===== src/rtl/rob_pkg.sv =====
// Shared types and constants for the reorder buffer retire slice.
package rob_pkg;

   localparam int ROB_DEPTH = 16;
   localparam int ROB_IDX_W = 4;
   localparam int NUM_PREG  = 64;
   localparam int PREG_W    = 6;
   localparam int AREG_W    = 5;
   localparam int RETIRE_W  = 2;
   localparam int NUM_CMPL  = 3;

   typedef struct packed {
      logic              valid;
      logic              done;
      logic              has_dest;
      logic [AREG_W-1:0] areg;
      logic [PREG_W-1:0] preg;
      logic [PREG_W-1:0] old_preg;
   } rob_entry_t;

   // Pointer with an extra wrap bit so full and empty can be told apart.
   typedef struct packed {
      logic                 wrap;
      logic [ROB_IDX_W-1:0] idx;
   } rob_ptr_t;

   // One-hot free request for a retiring entry; preg 0 is never returned.
   function automatic logic [NUM_PREG-1:0] free_onehot(input logic          has_dest,
                                                       input logic [PREG_W-1:0] old_preg);
      logic [NUM_PREG-1:0] m;
      m = '0;
      if (has_dest && (old_preg != '0)) m[old_preg] = 1'b1;
      return m;
   endfunction

endpackage


===== src/rtl/rob_retire_sel.sv =====
// Combinational retire selection: decides how many entries leave the head
// this cycle and which old pregs they hand back to the free pool.
module rob_retire_sel
   import rob_pkg::*;
(
   input  logic [ROB_IDX_W-1:0] head_idx,
   input  rob_entry_t           entries [ROB_DEPTH],
   output logic                 retire0,
   output logic                 retire1,
   output logic [ROB_IDX_W-1:0] slot1_idx,
   output logic [1:0]           retire_num,
   output logic [NUM_PREG-1:0]  free_mask
);

   // Slot1 may only retire behind slot0 so program order is preserved.
   always_comb begin
      slot1_idx  = head_idx + ROB_IDX_W'(1);
      retire0    = entries[head_idx].valid && entries[head_idx].done;
      retire1    = retire0 && entries[slot1_idx].valid && entries[slot1_idx].done;
      retire_num = {retire1, retire0 & ~retire1};
      free_mask  = '0;
      if (retire0)
         free_mask = free_mask | free_onehot(entries[head_idx].has_dest,
                                             entries[head_idx].old_preg);
      if (retire1)
         free_mask = free_mask | free_onehot(entries[slot1_idx].has_dest,
                                             entries[slot1_idx].old_preg);
   end

endmodule


===== src/rtl/rob_retire_unit.sv =====
// In-order reorder buffer: allocates at tail, marks completions by index,
// retires up to two completed entries per cycle from head and pulses the
// displaced pregs back to rename as a one-hot free mask.
//
// Allocation handshake: an instruction transfers on a rising edge where
// alloc_valid && alloc_ready; alloc_ready depends only on registered state
// (not full), so a retirement in the same cycle never makes room early.
module rob_retire_unit
   import rob_pkg::*;
(
   input  logic                            clk,
   input  logic                            rstn,
   input  logic                            alloc_valid,
   output logic                            alloc_ready,
   input  logic                            alloc_has_dest,
   input  logic [4:0]                      alloc_areg,
   input  logic [PREG_W-1:0]               alloc_preg,
   input  logic [PREG_W-1:0]               alloc_old_preg,
   output logic [ROB_IDX_W-1:0]            alloc_rob_idx,
   input  logic [NUM_CMPL-1:0]             cmpl_valid,
   input  logic [NUM_CMPL*ROB_IDX_W-1:0]   cmpl_rob_idx,
   output logic [NUM_PREG-1:0]             retire_free_mask,
   output logic [1:0]                      retire_count,
   output logic                            rob_empty,
   output logic                            rob_full
);

   rob_entry_t           rob_q [ROB_DEPTH];
   rob_entry_t           rob_d [ROB_DEPTH];
   rob_ptr_t             head_q;
   rob_ptr_t             tail_q;
   logic [ROB_IDX_W:0]   head_sum;
   logic [ROB_IDX_W:0]   tail_sum;
   logic                 alloc_fire;
   logic [ROB_DEPTH-1:0] cmpl_hit;
   logic                 retire0;
   logic                 retire1;
   logic [ROB_IDX_W-1:0] slot1_idx;
   logic [1:0]           retire_num;
   logic [NUM_PREG-1:0]  free_mask_d;
   logic [NUM_PREG-1:0]  free_mask_q;
   logic [1:0]           retire_count_q;

   // Status and allocation handshake from registered pointers only.
   always_comb begin
      rob_empty     = (head_q == tail_q);
      rob_full      = (head_q.idx == tail_q.idx) && (head_q.wrap != tail_q.wrap);
      alloc_ready   = !rob_full;
      alloc_fire    = alloc_valid && !rob_full;
      alloc_rob_idx = tail_q.idx;
   end

   // Fold all completion ports into a per-entry hit vector; duplicates merge.
   always_comb begin
      cmpl_hit = '0;
      for (int i = 0; i < ROB_DEPTH; i++) begin
         for (int k = 0; k < NUM_CMPL; k++) begin
            if (cmpl_valid[k] &&
                (cmpl_rob_idx[k*ROB_IDX_W +: ROB_IDX_W] == ROB_IDX_W'(i)))
               cmpl_hit[i] = 1'b1;
         end
      end
   end

   rob_retire_sel u_sel (
      .head_idx   (head_q.idx),
      .entries    (rob_q),
      .retire0    (retire0),
      .retire1    (retire1),
      .slot1_idx  (slot1_idx),
      .retire_num (retire_num),
      .free_mask  (free_mask_d)
   );

   // Next entry state: completion, then retire clear, then allocation wins.
   always_comb begin
      for (int i = 0; i < ROB_DEPTH; i++) begin
         rob_d[i] = rob_q[i];
         if (cmpl_hit[i] && rob_q[i].valid)
            rob_d[i].done = 1'b1;
         if ((retire0 && (head_q.idx == ROB_IDX_W'(i))) ||
             (retire1 && (slot1_idx == ROB_IDX_W'(i)))) begin
            rob_d[i].valid = 1'b0;
            rob_d[i].done  = 1'b0;
         end
         if (alloc_fire && (tail_q.idx == ROB_IDX_W'(i))) begin
            rob_d[i].valid    = 1'b1;
            rob_d[i].done     = 1'b0;
            rob_d[i].has_dest = alloc_has_dest;
            rob_d[i].areg     = alloc_areg;
            rob_d[i].preg     = alloc_preg;
            rob_d[i].old_preg = alloc_old_preg;
         end
      end
   end

   // Pointer advance; the wrap bit flips naturally on carry out of idx.
   always_comb begin
      head_sum = {head_q.wrap, head_q.idx} + {{(ROB_IDX_W-1){1'b0}}, retire_num};
      tail_sum = {tail_q.wrap, tail_q.idx} + {{ROB_IDX_W{1'b0}}, alloc_fire};
   end

   // State registers; reset drops all in-flight entries without freeing them.
   always_ff @(posedge clk) begin
      if (!rstn) begin
         head_q         <= '0;
         tail_q         <= '0;
         free_mask_q    <= '0;
         retire_count_q <= '0;
         for (int i = 0; i < ROB_DEPTH; i++) rob_q[i] <= '0;
      end else begin
         head_q         <= rob_ptr_t'(head_sum);
         tail_q         <= rob_ptr_t'(tail_sum);
         free_mask_q    <= free_mask_d;
         retire_count_q <= retire_num;
         for (int i = 0; i < ROB_DEPTH; i++) rob_q[i] <= rob_d[i];
      end
   end

   // Registered retire outputs, one-cycle pulses.
   always_comb begin
      retire_free_mask = free_mask_q;
      retire_count     = retire_count_q;
   end

endmodule


===== config.mk =====
export PLATFORM = sky130hd
export DESIGN_NAME = rob_retire_unit
export DESIGN_NICKNAME = d
export VERILOG_FILES = /design/src/rtl/rob_pkg.sv /design/src/rtl/rob_retire_sel.sv /design/src/rtl/rob_retire_unit.sv
export SDC_FILE = /design/constraint.sdc
export NUM_CORES = 1
export LEC_CHECK = 0
export BUFFER_PORTS_ARGS = -buffer_cell sky130_fd_sc_hd__buf_2
export CORE_MARGIN = 5
export CORE_UTILIZATION = 40
export DETAILED_ROUTE_END_ITERATION = 10
export GPL_TIMING_DRIVEN = 0
export PLACE_DENSITY_LB_ADDON = 0.1
export SKIP_LAST_GASP = 1
export SLEW_MARGIN = 5
export SYNTH_ARGS = -nofsm -noshare
export SYNTH_HDL_FRONTEND = slang
export SYNTH_HIERARCHICAL = 1
export SYNTH_SLANG_ARGS = --single-unit

===== constraint.sdc =====
create_clock -name clk -period 8.27 [get_ports clk]
set_input_delay 0.827 -clock clk [delete_from_list [all_inputs] [get_ports clk]]
set_output_delay 0.827 -clock clk [all_outputs]
set_load 0.05 [all_outputs]

After elaboration in Yosys (flattened, before gate mapping)
Index checks and enable logic that the tools add are counted.
Operators by class
  add/subtract/negate cells: 3
  multiply operators: 0
  div/mod/pow operators: 0
  order comparisons: 6
  equal/unequal tests: 93
  shift-type cells: 0
  mux-type cells: 111
  bitwise logic cells: 6
  reduce and logical (&&, ||, !) cells: 178
Operators with widths (count)
  20-bit 2-to-1 mux: 20
  64-bit 2-to-1 mux: 5
  4-bit equality test (second input constant): 48
  20-bit binary-select mux with 4-bit select: 2
  1-bit logical AND: 121
  4-bit by 3-bit equality test with 1-bit output (second input constant): 24
  1-bit 2-to-1 mux: 66
  64-bit OR: 1
  4-bit by 2-bit equality test with 1-bit output (second input constant): 12
  3-bit OR reduction: 16
  2-bit 2-to-1 mux: 16
  2-bit nonzero test: 16
  4-bit by 1-bit equality test with 1-bit output (second input constant): 6
  4-bit zero test: 6
  1-bit logical OR: 16
  6-bit by 7-bit < comparator with 1-bit output (second input constant): 2
  1-bit demux with 6-bit select: 2
  6-bit by 1-bit greater-or-equal comparator with 1-bit output (second input constant): 2
  6-bit nonzero test: 2
  5-bit greater-or-equal comparator (second input constant): 2
  4-bit inverter with 5-bit output: 2
  5-bit by 1-bit adder with 5-bit output: 1
  5-bit by 2-bit adder with 5-bit output: 1
  5-bit equality test: 1
  6 further kinds: 7
Word-level totals
  flip-flop bits (word level): 396
  bits in latches: 0
  memory bits (writable): 0
  bits in read-only memories: 0
  input port bits: 36
  output and inout bits: 73
  logic and storage cells: 499
  memories: 0

Depth between registers and ports, before layout
Gate-level depths: netlist (run 1).
  depth after elaboration: 13
  depth in mapped cells: 13
  gate-level depth less buffers: 11

Cells and area by module
The synthesis (run 1) kept the hierarchy.
Modules (own cells, without submodules)
  rob_retire_unit: times used 1, cells an instance 1403, area an instance 14634.0 sq um, seq. area each 7927.6 sq um
  rob_retire_sel: times used 1, cells an instance 419, area an instance 3599.7 sq um, seq. area each 0.0 sq um

Worst setup path after synthesis (run 1)
OpenSTA, ideal clock, no wires.
  path kind: register to register
  start point: register head_q[0] (netlist bit)
  end point: register free_mask_q[35], in the netlist retire_free_mask[35]
  setup time: 59 ps
  data arrival time: 3186 ps
  required time: 8211 ps
  slack: 5025 ps
  stages on the path, launching flop included: 13
  buffers on the path: 3
  period minus slack after synthesis: 3245 ps
  path through: dfxtp_1 ha_1 buf_2 buf_2 buf_2 mux4_2 mux2i_1 nand2_1 nand2_1 nand2_1 or4_4 o22ai_1 and2_1
Between the ends
  cells in the longest elaborated chain, start to end: 13
  elaborated cells on any way between the ends: 32
  those cells by class: add/sub: 1; order compare: 4; mux: 15; bitwise: 3; reduce/logical: 9
RTL lines
  from (decl): RTL line rob_retire_unit.sv:30  | rob_ptr_t head_q;
  from (signal assigned): RTL line rob_retire_unit.sv:112  | head_q <= rob_ptr_t'(head_sum);
  4-bit by 1-bit adder with 4-bit output (*): RTL line rob_retire_sel.sv:17  | slot1_idx = head_idx + ROB_IDX_W'(1);
  net slot1_idx[1]: RTL line rob_retire_unit.sv:38  | logic [ROB_IDX_W-1:0] slot1_idx;
  4-bit inverter with 5-bit output (implied by the code) (*): RTL line rob_retire_sel.sv:19, rob_retire_sel.sv:26, rob_retire_sel.sv:27
  20-bit binary-select mux with 4-bit select (*): RTL line rob_retire_sel.sv:19, rob_retire_sel.sv:26, rob_retire_sel.sv:27
  20-bit 2-to-1 mux (implied by the code) (*) (2 in series): RTL line rob_retire_sel.sv:19  | retire1 = retire0 && entries[slot1_idx].valid && entries[slot1_idx].done;
  6-bit by 7-bit < comparator with 1-bit output (implied by the code) / 6-bit by 1-bit greater-or-equal comparator with 1-bit output (equally long branches): RTL line rob_pkg.sv:32  | if (has_dest && (old_preg != '0)) m[old_preg] = 1'b1;
  1-bit logical AND (implied by the code): RTL line rob_pkg.sv:32
  1-bit 2-to-1 mux (implied by the code): RTL line rob_pkg.sv:32
  1-bit demux with 6-bit select
  64-bit 2-to-1 mux: RTL line rob_pkg.sv:32
  64-bit 2-to-1 mux: RTL line rob_retire_sel.sv:25  | if (retire1)
  64-bit OR: RTL line rob_retire_sel.sv:26  | free_mask = free_mask | free_onehot(entries[slot1_idx].has_dest,
  64-bit 2-to-1 mux (*): RTL line rob_retire_sel.sv:25
  net free_mask_d[35]: RTL line rob_retire_unit.sv:40  | logic [NUM_PREG-1:0] free_mask_d;
  to (signal assigned): RTL line rob_retire_unit.sv:114  | free_mask_q <= free_mask_d;
  to (decl): RTL line rob_retire_unit.sv:41  | logic [NUM_PREG-1:0] free_mask_q;
The timed path passes the listed nets; every way through them passes the cells marked *. The select of a mux whose other input is x is not followed.
A chain may end at the register's enable or synchronous reset.

Final worst setup path (run 1)
  start point: register head_q[0] (netlist bit)
  end point: register free_mask_q[43], in the netlist retire_free_mask[43]
The elaborated chain is that of the path after synthesis.

==> results of run 1 <==
power breakdown:
| group | total (mW) | switching [mW] | internal, mW |
|---|---|---|---|
| combinational | 0.188 | 0.127 | 0.0602 |
| sequential | 1.08 | 0.00913 | 1.07 |
| clock | 1.17 | 0.466 | 0.703 |
| total | 2.44 | 0.603 | 1.83 |
worst paths after layout:
| check | startpoint | end | depth (start not counted) | slack, ns |
|---|---|---|---|---|
| worst max register to register | head_q[0] | retire_free_mask[43] | 12 | 3.73 |
| worst max-delay path | head_q[0] | retire_free_mask[43] | 12 | 3.73 |
| worst min-delay path | rob_q[157] | rob_q[157] | 2 | 0.47 |
| worst min register to register | rob_q[157] | rob_q[157] | 2 | 0.47 |
metrics by stage:
step	instances	power, mW	area, um^2	hold slack, ns
floorplan	1272	1.22	12200	0.439
detailed placement	1763	1.28	13200	0.461
CTS	1807	2.45	14000	0.471
finish	1809	2.44	14100	0.471
global placement	1763	1.28	13200	0.453
global route	1808	2.52	14100	0.491
sequential cells by signal, summed over array words and instances (netlist names):
| signal | cells |
|---|---|
| tail_q | 1 |
| alloc_rob_idx | 4 |
| retire_free_mask | 64 |
| head_q | 5 |
| rob_q | 144 |
| retire_count | 2 |
metal layers:
metal | part of all wire | up-vias
met4 | 0.028 | 2
met2 | 0.43 | 475
li1 | - | 4864
met1 | 0.44 | 5079
met3 | 0.094 | 81
met5 | 0.0020 | -
critical path, delay by kind of cell (launching register included):
family          cells  cell delay, ns
compound gates      1            0.18
fa+ha+maj           1            0.41
buf+inv             3            0.98
flops               1            0.72
mux                 2            0.91
simple gates        5            1.25
layout make-up:
cell class | instances | area, um^2
Multi-Input combinational cell | 896 | 6890
Tap cell | 396 | 495
Timing Repair Buffer | 96 | 480
Clock buffer | 32 | 712
Clock inverter | 12 | 158
Fill cell | 2976 | 16300
Inverter | 14 | 52.6
Antenna cell | 1 | 2.50
Sequential cell | 220 | 4400
Buffer | 142 | 855
==> reports/results.ini, run 1 <==
[outcome]
status = finished clean

[finish]
final_nets = 1437
area_growth_syn_to_layout_pct = 15.1
final_layout_size_suffix_gt1_frac = 0.210
layout_common_cells = 220 x dfxtp_1, 187 x nand2_1, 151 x mux2i_1
postLayoutCoreUtil = 0.463
final_common_cell = dfxtp_1

[clock_network]
clockBufferDepth = 3
clock_latency_ns = 0.54
cts_hold_buf = 0
h-tree-depth = 1
cts_root_buf = clkbuf_16
cts.sinks = 220
cts.repair.resized = 0
post_cts_buffers = 0
clkSlewWorstSetupHoldPaths_ns = 0.07
cts_buffers = 25
cts_tree = yes

[grt]
overflow = 0
antenna_found_initial = 0
grtUsageMet2 = 0.365
grt_pass1_vias = 10007
grt_usage = 0.240
busiest_layer = met2
grt_pass1_wl_um = 62200
grt_util_met3 = 0.0576
grt_max_degree = 14
grtUsageMet1 = 0.340

[critical_path]
critical_path.cell_chain = ha_1 -> buf_2 -> buf_2 -> buf_2 -> mux4_2 -> mux2i_1 -> nand2_1 -> nand2_1 -> nand2_1 -> or4_4 -> o22ai_1 -> and2_1
cpPeakStageDelay_ns = 0.72
cp_max_fo = 11
start_kind = flop
cp.required_ns = 8.74
cp.arrival_ns = 5.00
cpMaxStageDelayCell = dfxtp_1
end_kind = flop
timing_worst_setup_path_type = reg2reg

[sta]
fin_skew_ns = 0.0158
tightest_slew_ns = 1.27
fin_ws_ns = 3.73
finalSetupTns_ns = 0
setup_viol = 0
rsz0062_at_grt = no
finalCritPeriodShare = 0.549
max-slew-margin-rel = 0.157
min_period_ns = 4.54
final_max_slew_viol_count = 0
hold_viol = 0
fmaxAchievable_ghz = 0.220

[synthesis]
avgSynthCellArea_um2 = 9.60
synth_fp_nets = 1314
syn_area_um2 = 12200
netlist_instances = 1272
ys_warn_count = 6

[power_and_ir_drop]
p_leak_nw = 5.30
power.density_nw_per_um2 = 173
irDropWorstVdd_mv = 0.155

[routing]
drcViolationCount = 0
drt-total-wl_um = 41900
drt_first_pass_iters = 6
vias = 10501
routedWlPerCell_um = 23.2
drtAntennaViolNets = 0
drt_iter0_drc = 1083
viasPerCell = 5.80

[place]
globalplace.congestion = 0.927
numPortBuffers = 95
pre_cts_ws_ns = 3.87
hpwl_um = 31500

[job]
maxCapViolations = 0

[floorplan]
die_h_um = 185
dieArea_um2 = 34100
coreArea_um2 = 30300
dieWidth_um = 185
io_pins = 109
start_util = 0.402
rows = 64

[min_path]
hp-class = reg2reg

No activity file was read; power rests on OpenSTA's default activity.
==> run 2: changes to the inputs <==
==> constraint.sdc (replaced) <==
create_clock -name clk -period 4.6 [get_ports clk]
set_input_delay 0.46 -clock clk [delete_from_list [all_inputs] [get_ports clk]]
set_output_delay 0.46 -clock clk [all_outputs]
set_load 0.05 [all_outputs]
==> reports/results.ini, run 2 (same netlist as run 1, synthesis figures left out) <==
[clock_network]
cts_root_buf = clkbuf_16
cts.repair.resized = 0  ; unchanged
cts_tree = yes
clockBufferDepth = 3  ; unchanged
post_cts_buffers = 0  ; unchanged
cts_buffers = 25  ; unchanged
clock_latency_ns = 0.54  ; about the same
clkSlewWorstSetupHoldPaths_ns = 0.06  ; about the same
h-tree-depth = 1  ; unchanged
cts.sinks = 220  ; unchanged
cts_hold_buf = 0  ; unchanged

[critical_path]
r2r_end = retire_free_mask[43]
cp.required_ns = 5.07  ; -3.67 ns
cpMaxStageDelayCell = mux4_2
r2r_setup_slack_ns = 0.33  ; -3.41 ns
worstRegToRegCells = 12  ; unchanged
cp_max_fo = 11  ; unchanged
regToRegStartpoint = head_q[1]
timing_worst_setup_path_type = reg2reg
start_kind = flop
cp.arrival_ns = 4.74  ; -0.26 ns
critical_path.cell_chain = ha_1 -> buf_2 -> buf_2 -> buf_2 -> mux4_2 -> mux2i_1 -> nand2_1 -> nand2_1 -> nand2_1 -> or4_4 -> o22ai_1 -> and2_1
cpPeakStageDelay_ns = 0.55  ; -0.17 ns
end_kind = flop

[floorplan]
die_h_um = 185  ; unchanged
coreArea_um2 = 30300  ; unchanged
start_util = 0.402  ; unchanged
dieArea_um2 = 34100  ; unchanged
io_pins = 109  ; unchanged
rows = 64  ; unchanged
dieWidth_um = 185  ; unchanged

[sta]
max-slew-margin-rel = 0.119  ; -0.0381
min_period_ns = 4.27  ; -0.265 ns
finalSetupTns_ns = 0  ; unchanged
hold_viol = 0  ; unchanged
rsz0062_at_grt = no
whs_ns = 0.343  ; -0.129 ns
fmaxAchievable_ghz = 0.234  ; +6.2%
fin_skew_ns = 0.0145  ; -0.00138 ns
finalCritPeriodShare = 0.929  ; +0.380
final_max_slew_viol_count = 0  ; unchanged
tightest_slew_ns = 1.32  ; +0.0571 ns
setup_viol = 0  ; unchanged

[grt]
antenna_found_initial = 0  ; unchanged
grt_pass1_vias = 10007  ; unchanged
overflow = 0  ; unchanged
grt_util_met3 = 0.0576  ; unchanged
grt_pass1_wl_um = 62200  ; unchanged
grt_usage = 0.240  ; unchanged
grt_max_degree = 14  ; unchanged
grtUsageMet1 = 0.340  ; unchanged
busiest_layer = met2
grtUsageMet2 = 0.365  ; unchanged

[routing]
drt-total-wl_um = 41900  ; unchanged
drcViolationCount = 0  ; unchanged
drt_iter0_drc = 1064  ; -1.8%
drtAntennaViolNets = 0  ; unchanged
drt_first_pass_iters = 5  ; -1
vias = 10520  ; +0.18%
viasPerCell = 5.82  ; +0.18%
routedWlPerCell_um = 23.2  ; unchanged

[finish]
largest_reg_flops = 144  ; unchanged
layout_common_cells = 218 x dfxtp_1, 187 x nand2_1, 151 x mux2i_1
final_layout_size_suffix_gt1_frac = 0.212  ; +0.00212
area_growth_syn_to_layout_pct = 15.2  ; about the same
postLayoutCoreUtil = 0.463  ; about the same
fillers = 2974  ; -0.067%
postLayoutCellArea_um2 = 14100  ; about the same
regMostFlops = rob_q
final_nets = 1437  ; unchanged
final_common_cell = dfxtp_1

[power_and_ir_drop]
irDropWorstVdd_mv = 0.278  ; +80%
p_leak_nw = 5.30  ; about the same
power.density_nw_per_um2 = 311  ; +80%

[place]
hpwl_um = 31500  ; unchanged
globalplace.congestion = 0.927  ; unchanged
dpl_cell_area_um2 = 13200  ; unchanged
numPortBuffers = 95  ; unchanged

[min_path]
hp-class = in2reg
hold_start = alloc_has_dest
holdPathStages = 3  ; +1
holdPathEnd = rob_q[37]

[outcome]
status = finished clean

[job]
maxCapViolations = 0  ; unchanged

run 2: cell counts in the layout (fill, tap and decap cells not counted):
No cell type changed its count.
run 2: area by class of cell:
cell class | count | area [um^2] | share of cell area
multi-input cells | 896 | 6900 | 0.491
flip-flops and latches | 220 | 4410 | 0.313
plain buffers | 142 | 855 | 0.0608
clock buffers | 32 | 712 | 0.0506
well taps | 396 | 495 | 0.0352
repair buffers | 96 | 480 | 0.0342
clock inverters | 12 | 158 | 0.0112
inverters | 14 | 52.6 | 0.00374
diodes | 1 | 2.50 | 0.000178
run 2: metal layers:
layer / share of wire / up-vias / wire length, um
li1: - / 4862 / -
met1: 0.45 / 5089 / 18700
met2: 0.43 / 485 / 18200
met3: 0.093 / 82 / 3880
met4: 0.026 / 2 / 1110
met5: 0.0019 / - / 81
run 2: how the worst max path moves through the flow:
stage                   start                   end  slack [ns]  cells after the start
finish              head_q[1]  retire_free_mask[43]        0.33                     12
global route        head_q[1]  retire_free_mask[43]        0.15                     12
CTS                 head_q[0]  retire_free_mask[43]        0.19                     12
detailed placement  head_q[0]  retire_free_mask[43]        0.20                     12
global placement    head_q[1]  retire_free_mask[43]        0.17                     12
floorplan           head_q[0]  retire_free_mask[35]        1.35                     12
run 2: per-stage QoR:
stage / std cells / setup slack, ns / power (mW)
after floorplan: 1272 / 1.35 / 2.20
final: 1809 / 0.328 / 4.38
after global placement: 1763 / 0.173 / 2.31
after global routing: 1808 / 0.148 / 4.52
after CTS: 1807 / 0.190 / 4.41
after detailed placement: 1763 / 0.199 / 2.31
run 2: worst max-delay path, delay by kind of cell (launching register included):
family                   cells  cell delay (ns)
adder cells (fa/ha/maj)      1             0.48
AO/OA/AOI/OAI                1             0.18
AND/OR/NAND/NOR              5             1.22
flip-flops                   1             0.43
multiplexers                 2             0.91
buffers and inverters        3             0.97
run 2: power breakdown:
group          internal [mW]  switching, mW  total [mW]  leakage (nW)
Combinational          0.108          0.229       0.338          3.10
Clock                   1.26          0.838        2.10         0.421
Sequential              1.92         0.0164        1.94          1.78
Total                   3.29           1.08        4.38          5.30
==> run 3: changes to the inputs <==
--- a/config.mk
+++ b/config.mk
@@ -10,6 +10,7 @@
 export CORE_UTILIZATION = 40
 export DETAILED_ROUTE_END_ITERATION = 10
 export GPL_TIMING_DRIVEN = 0
+export MAX_ROUTING_LAYER = met4
 export PLACE_DENSITY_LB_ADDON = 0.1
 export SKIP_LAST_GASP = 1
 export SLEW_MARGIN = 5
==> reports/results.ini, run 3 (same netlist as run 1, synthesis figures left out) <==
[routing]
drt-total-wl_um = 42400  ; +1.3%
routedWlPerCell_um = 23.4  ; +1.1%
drt_first_pass_iters = 5  ; unchanged
drtAntennaViolNets = 0  ; unchanged
viasPerCell = 5.82  ; about the same
drcViolationCount = 0  ; unchanged
drt_iter0_drc = 1116  ; +4.9%
vias = 10535  ; +0.14%

[critical_path]
cp.arrival_ns = 4.87  ; +0.13 ns
cp_max_fo = 11  ; unchanged
r2r_setup_slack_ns = 0.20  ; -0.12 ns
regToRegStartpoint = head_q[1]
start_kind = flop
end_kind = flop
worstRegToRegCells = 12  ; unchanged
timing_worst_setup_path_type = reg2reg
startpoint = head_q[1]
cp.required_ns = 5.07  ; about the same
cp-endpoint = retire_free_mask[35]
r2r_end = retire_free_mask[35]

[sta]
finalCritPeriodShare = 0.956  ; +0.0268
finalSetupTns_ns = 0  ; unchanged
min_period_ns = 4.40  ; +0.123 ns
final_max_slew_viol_count = 0  ; unchanged
tightest_slew_ns = 1.26  ; -0.0630 ns
whs_ns = 0.344  ; +0.00131 ns
fmaxAchievable_ghz = 0.227  ; -2.8%
setup_viol = 0  ; unchanged
max-slew-margin-rel = 0.161  ; +0.0420
hold_viol = 0  ; unchanged
rsz0062_at_grt = no
fin_skew_ns = 0.0136  ; -0.000820 ns

[clock_network]
clockBufferDepth = 3  ; unchanged
post_cts_buffers = 0  ; unchanged
clock_latency_ns = 0.54  ; about the same
h-tree-depth = 1  ; unchanged
clkSlewWorstSetupHoldPaths_ns = 0.06  ; about the same
cts_tree = yes
cts_buffers = 26  ; +4.0%
cts.sinks = 220  ; unchanged
cts_root_buf = clkbuf_16

[grt]
grt_pass1_vias = 10048  ; +0.41%
overflow = 0  ; unchanged
grt_util_met3 = 0.0381  ; -0.0195
grt_pass1_wl_um = 63400  ; +2.0%
antenna_found_initial = 1  ; +1
grt_max_degree = 14  ; unchanged
grt_usage = 0.250  ; +0.0103
grtUsageMet2 = 0.388  ; +0.0233
grtUsageMet1 = 0.348  ; +0.00817
busiest_layer = met2

[power_and_ir_drop]
irDropWorstVdd_mv = 0.289  ; +3.8%
power_mw = 4.56  ; +4.2%
power.density_nw_per_um2 = 323  ; +3.6%
p_leak_nw = 5.33  ; +0.62%

[finish]
area_growth_syn_to_layout_pct = 15.8
final_nets = 1437  ; unchanged
final-seq-area_um2 = 4410  ; unchanged
layout_common_cells = 218 x dfxtp_1, 187 x nand2_1, 151 x mux2i_1
largest_reg_flops = 144  ; unchanged
layout.cells.non_filler = 1811  ; +0.11%
final_common_cell = dfxtp_1
final_layout_size_suffix_gt1_frac = 0.208  ; -0.00384
fillers = 2977  ; +0.10%
multi_input_area_um2 = 6890  ; about the same
regMostFlops = rob_q

[job]
maxCapViolations = 0  ; unchanged

[floorplan]
die_h_um = 185  ; unchanged
start_util = 0.402  ; unchanged
dieWidth_um = 185  ; unchanged
io_pins = 109  ; unchanged
coreArea_um2 = 30300  ; unchanged
dieArea_um2 = 34100  ; unchanged
rows = 64  ; unchanged

[place]
numPortBuffers = 95  ; unchanged
globalplace.congestion = 0.944  ; +1.9%
dp_cells = 1763  ; unchanged
hpwl_um = 31900  ; +1.1%

[min_path]
hp-class = in2reg

[outcome]
status = finished clean

[run 3: changes by cell type in the layout (fill, tap and decap cells not counted)]
cell / previous run / this run
inv_6: 3 / 0
clkbuf_1: 67 / 73
bufinv_16: 3 / 6
clkinvlp_4: 3 / 2
nor2_1: 50 / 51
nor2_2: 2 / 1
clkbuf_16: 25 / 27
buf_2: 126 / 125
clkinv_2: 2 / 1
clkbuf_8: 6 / 3
[run 3: critical path, cell delays in order, from the launching register on]
cell and delay, ns:
dfxtp_2 0.42, ha_1 0.46, buf_2 0.30, buf_2 0.39, buf_2 0.33, mux4_2 0.54
mux2i_1 0.39, nand2_1 0.11, nand2_1 0.22, nand2_1 0.30, or4_4 0.51, o22ai_1 0.18
and2_1 0.15
[run 3: layout make-up]
cell class	instances	area share
Multi-Input combinational cell	896	0.488
Sequential cell	220	0.312
Buffer	142	0.0605
Clock buffer	37	0.0526
Tap cell	396	0.0351
Timing Repair Buffer	95	0.0336
Clock inverter	10	0.0148
Inverter	14	0.00372
Antenna cell	1	0.000177
[run 3: where the power goes]
| group | internal, mW | switching [mW] |
|---|---|---|
| clock | 1.46 | 0.826 |
| sequential | 1.92 | 0.0172 |
| combinational | 0.108 | 0.231 |
[run 3: how the worst min path moves through the flow]
stage	cells past startpoint	from	slack [ns]	end
5_1_grt	3	alloc_old_preg[5]	0.38	rob_q[185]
3_3_place_gp	2	rob_q[285]	0.45	rob_q[285]
2_1_floorplan	2	rob_q[101]	0.44	rob_q[101]
6_report	3	alloc_old_preg[5]	0.34	rob_q[185]
3_5_place_dp	2	rob_q[64]	0.46	rob_q[64]
4_1_cts	3	alloc_old_preg[5]	0.34	rob_q[185]
[run 3: what timing repair did]
action,CTS,global route
gates resized for setup,0,2
setup endpoints to repair,0,23
endpoints found under the hold margin,0,0
hold buffers,0,0
[run 3: metrics by stage]
stage | util | setup slack (ns) | cell area [um^2]
floorplan | - | 1.35 | 12200
global placement | 0.434 | 0.129 | 13200
detailed placement | 0.434 | 0.144 | 13200
CTS | 0.466 | 0.119 | 14100
global route | 0.466 | 0.0384 | 14100
finish | 0.466 | 0.204 | 14100
[run 3: layer usage]
layer  vias to the layer above  wire, um
met1                      5147     19200
met3                        79      3260
met2                       457     19000
li1                       4852         -
met4                         0      1050
met5                         -         0
